**src/rtl/corescore_reset_sequencer.sv**
```systemverilog
// corescore_reset_sequencer: staged reset release after a stable PLL lock, with a lock-loss counter
//   i_clk            generated system clock (single domain)
//   i_rst_n          synchronous active-low reset
//   i_locked         PLL lock flag, asynchronous to i_clk
//   o_rst            active-high stage resets, bit 0 released first
//   o_ready          high once every stage is released (RUN)
//   o_lock_loss_cnt  saturating count of lock losses seen after WAIT_LOCK
//   o_state          0 WAIT_LOCK, 1 STABLE, 2 RELEASE, 3 RUN
module corescore_reset_sequencer #(
    parameter int STAGES        = 3,
    parameter int STABLE_CYCLES = 1024,
    parameter int GAP_CYCLES    = 16,
    parameter int CNT_W         = 8
) (
    input  logic              i_clk,
    input  logic              i_rst_n,
    input  logic              i_locked,
    output logic [STAGES-1:0] o_rst,
    output logic              o_ready,
    output logic [CNT_W-1:0]  o_lock_loss_cnt,
    output logic [2:0]        o_state
);
    localparam int SW = $clog2(STABLE_CYCLES);
    localparam int GW = GAP_CYCLES > 1 ? $clog2(GAP_CYCLES) : 1;
    localparam int IW = $clog2(STAGES + 1);
    typedef enum logic [2:0] {
        WAIT_LOCK = 3'd0,
        STABLE    = 3'd1,
        RELEASE   = 3'd2,
        RUN       = 3'd3
    } state_t;
    state_t            state, state_d;
    logic              sync1, s_locked;
    logic [SW-1:0]     stab_cnt, stab_d;
    logic [GW-1:0]     gap_cnt, gap_d;
    logic [IW-1:0]     idx, idx_d;
    logic [STAGES-1:0] rst_q, rst_d;
    logic [CNT_W-1:0]  loss_cnt, loss_d;
    always_comb begin
        state_d = state;
        stab_d  = stab_cnt;
        gap_d   = gap_cnt;
        idx_d   = idx;
        rst_d   = rst_q;
        loss_d  = loss_cnt;
        // lock loss outranks any release due on the same edge
        if (state != WAIT_LOCK && !s_locked) begin
            state_d = WAIT_LOCK;
            stab_d  = '0;
            gap_d   = '0;
            idx_d   = '0;
            rst_d   = '1;
            loss_d  = &loss_cnt ? loss_cnt : loss_cnt + 1'b1;
        end else begin
            case (state)
                WAIT_LOCK: begin
                    rst_d = '1;
                    if (s_locked) begin
                        state_d = STABLE;
                        stab_d  = '0;
                    end
                end
                STABLE: begin
                    if (stab_cnt == SW'(STABLE_CYCLES - 1)) begin
                        state_d  = RELEASE;
                        rst_d[0] = 1'b0;
                        gap_d    = '0;
                        idx_d    = IW'(1);
                    end else begin
                        stab_d = stab_cnt + 1'b1;
                    end
                end
                RELEASE: begin
                    if (idx == IW'(STAGES)) begin
                        state_d = RUN;
                    end else if (gap_cnt == GW'(GAP_CYCLES - 1)) begin
                        for (int i = 0; i < STAGES; i++)
                            if (IW'(i) == idx) rst_d[i] = 1'b0;
                        idx_d = idx + 1'b1;
                        gap_d = '0;
                    end else begin
                        gap_d = gap_cnt + 1'b1;
                    end
                end
                RUN:     rst_d = '0;
                default: state_d = WAIT_LOCK;
            endcase
        end
    end
    always_ff @(posedge i_clk) begin
        if (!i_rst_n) begin
            sync1    <= 1'b0;
            s_locked <= 1'b0;
            state    <= WAIT_LOCK;
            stab_cnt <= '0;
            gap_cnt  <= '0;
            idx      <= '0;
            rst_q    <= '1;
            loss_cnt <= '0;
        end else begin
            sync1    <= i_locked;
            s_locked <= sync1;
            state    <= state_d;
            stab_cnt <= stab_d;
            gap_cnt  <= gap_d;
            idx      <= idx_d;
            rst_q    <= rst_d;
            loss_cnt <= loss_d;
        end
    end
    assign o_rst           = rst_q;
    assign o_ready         = state == RUN;
    assign o_lock_loss_cnt = loss_cnt;
    assign o_state         = state;
endmodule

```
**config.mk**
```make
export PLATFORM = sky130hd
export DESIGN_NAME = corescore_reset_sequencer
export DESIGN_NICKNAME = d
export VERILOG_FILES = /design/src/rtl/corescore_reset_sequencer.sv
export SDC_FILE = /design/constraint.sdc
export NUM_CORES = 1
export LEC_CHECK = 0
export CAP_MARGIN = 20
export CORE_MARGIN = 2
export CORE_UTILIZATION = 54
export DETAILED_ROUTE_END_ITERATION = 7
export PLACE_DENSITY_LB_ADDON = 0.08
export SYNTH_ARGS = -nofsm -noshare
export SYNTH_HDL_FRONTEND = slang
export SYNTH_SLANG_ARGS = --single-unit
export TNS_END_PERCENT = 1
```
**constraint.sdc**
```tcl
create_clock -name i_clk -period 2.9 [get_ports i_clk]
set_clock_uncertainty 0.15 [all_clocks]
set_input_delay 0.58 -clock i_clk [delete_from_list [all_inputs] [get_ports i_clk]]
set_output_delay 0.58 -clock i_clk [all_outputs]
set_load 0.02 [all_outputs]
```
==> flow_metrics.tcl <==
set metrics [dict create \
    first_iter_violations 89 \
    min_period_ns 2.43 \
    end_kind "output port" \
    path_clk_slew_ns 0.10 \
    via_per_inst 5.92 \
    worstMarginPinSlew_ns 0.703 \
    r2r-end "o_state[0]" \
    area.growth.synth_to_final_pct 14.9 \
    wl_met3_um 142 \
    cts_buffers 5 \
    finalHoldViolCount 0 \
    leakage_nw 0.723 \
    met2WireLength_um 1880 \
    ff_latch_area_um2 621 \
    hold_class "reg2reg" \
    ir_drop_mv 0.315 \
    cp.required_ns 2.17 \
    syn_area_um2 1770 \
    multi_input_area_um2 1080 \
    hpwlAfterDp_um 2870 \
    die_area_um2 3760 \
    status "completed" \
    drive_above_1_share_pct 8.70 \
    routabilityCongestion 0.872 \
    ys.warnings.count 0 \
    syn_inst 207 \
    synth-simple-area-share_pct 26.7 \
    stdcell_count 274 \
    power.density_nw_per_um2 586 \
    synth_xor_area_share_pct 2.47 \
    synth_compound_area_share_pct 20.0 \
    layout_common_cells "31 x dfxtp_1, 17 x nor2_1, 16 x clkdlybuf4s50_1" \
    setup_tns_ns 0 \
    numPortBuffers 16 \
    max_freq_mhz 411 \
    fillers 270 \
    cts_hold_buf 0 \
    cts_sinks 31 \
    yosysSeqAreaShare_pct 35.0 \
    worstSkewPairLatency_ns 0.34 \
    finalMaxSlewViolations 0 \
    r2r.worst_path.cells 6 \
    synth_top_area_cell "dfxtp_1" \
    synth.area.top_cells "dfxtp_1 35%, ha_1 9.2%, o21ai_0 4.0%" \
    hold_depth 1 \
    synth_seq_cells 31 \
    dieHeight_um 61.3 \
    syn_avg_cell_area_um2 8.56 \
    synth_edf_count 0 \
    final_common_cell "dfxtp_1" \
    nets 245 \
    drc 0 \
    antenna_cells 0 \
    rsz0062_at_grt "false" \
    placedCellCount 266 \
    whs_ns 0.294 \
    grt.total_usage_pct 24.0 \
    top_layer "met4" \
    fp-row-count 20 \
    vias 1623 \
    tritoncts "built" \
    slew_headroom_pct 51.8 \
    root_buffer "clkbuf_4" \
    synth.net_count 223 \
    start_util_pct 57.6 \
    start_kind "flop" \
    ys_types 49 \
    core_um2 3080 \
    routedWlPerCell_um 14.2 \
    synth-main-ff-cell "dfxtp_1" \
    overflow 0 \
    min_from "sync1" \
    grt_max_degree 16 \
    grt_pass1_wl_um 6710 \
    pin_count 18 \
    fin_crit_sh_pct 83.8 \
    cts_resized 0 \
    first_pass_iters 6 \
    r2r_start "o_state[0]" \
    routed_wl_um 3890 \
    ant_nets 0 \
    antenna_found_initial 0 \
    synth_fa_ha_area_share_pct 9.17 \
    async_flop_share_pct 0 \
    maxCapViolCount 0 \
    htree_levels 2 \
    synth_top_area_share_pct 35.0 \
    synth_top_family_by_area "simple AND/OR/NAND/NOR gates" \
    min_to "s_locked" \
    finalSetupViolCount 0 \
    m1WireLength_um 1810 \
    muxShareOfSynthArea_pct 2.33 \
    cp-startpoint "o_state[0]" \
    critPathArrivalTime_ns 1.70 \
    post_cts.repair.setup_buffers 0 \
    path_max_fanout 7 \
    die-width_um 61.3 \
    critPathKind "reg2out" \
    cts_max_path_buffers 2 \
    grt_pass1_vias 1558 \
    r2r_slack_ns 0.57 \
]
cell usage after synthesis (all sizes together), types with 5 or more instances:
library cell   n
a21oi          9
dfxtp         31
or4            6
nand2         11
ha            13
nand4          8
o211ai         5
nand3         13
o21ai         15
nor2          17
a31oi          6
and3           5
inv           11
nor3           7
state kept, by name, indices dropped and copies added, names as in the netlist:
| register | flops |
|---|---|
| gap_cnt | 4 |
| idx | 2 |
| o_lock_loss_cnt | 8 |
| o_rst | 3 |
| o_state | 2 |
| s_locked | 1 |
| stab_cnt | 10 |
| sync1 | 1 |
stage by stage:
step                util [%]  power (mW)  setup slack [ns]  instance area, um^2
finish                  66.2        1.19             0.469                 2040
global route            66.2        1.27             0.379                 2040
CTS                     66.2        1.21             0.429                 2040
detailed placement      64.6       0.958             0.577                 1990
global placement        64.6       0.943             0.633                 1990
floorplan                  -       0.823             0.661                 1770
layout make-up:
class | instances | area share (%)
inverter | 11 | 2.03
clock buffer | 7 | 2.21
multi-input combinational | 160 | 53.0
timing repair buffer | 20 | 9.34
sequential | 31 | 30.5
tap | 44 | 2.70
clock inverter | 1 | 0.246
critical path, stage by stage (launching register included):
cell,delay (ns)
dfxtp_1,0.45
ha_1,0.27
clkdlybuf4s50_1,0.64
per-layer routing:
layer | vias to the layer above | GRT usage (%)
li1 | 825 | -
met1 | 760 | 29.1
met2 | 32 | 40.7
met3 | 6 | 5.67
met4 | 0 | 9.94
met5 | - | 0
worst max-delay path by stage:
stage | endpoint | slack [ns] | depth (start not counted)
global route | o_ready | 0.38 | 2
finish | o_ready | 0.47 | 2
CTS | o_ready | 0.43 | 2
detailed placement | stab_cnt[9] | 0.58 | 6
global placement | stab_cnt[9] | 0.63 | 6
floorplan | o_state[0] | 0.66 | 7
where the power goes:
group | switching [mW] | internal, mW
sequential | 0.0329 | 0.458
combinational | 0.272 | 0.190
clock | 0.146 | 0.0943
total | 0.451 | 0.742
cell families (layout without fill, tap and decap cells):
| family | count (synthesis) | after routing |
|---|---|---|
| AND/OR/NAND/NOR | 84 | 84 |
| AO/OA/AOI/OAI | 53 | 53 |
| flip-flops | 31 | 31 |
| buffers and inverters | 16 | 39 |
| adder cells (fa/ha/maj) | 13 | 13 |
| XOR/XNOR | 5 | 5 |
| multiplexers | 4 | 4 |
| other | 1 | 1 |
(Power assumes the default switching activity.)
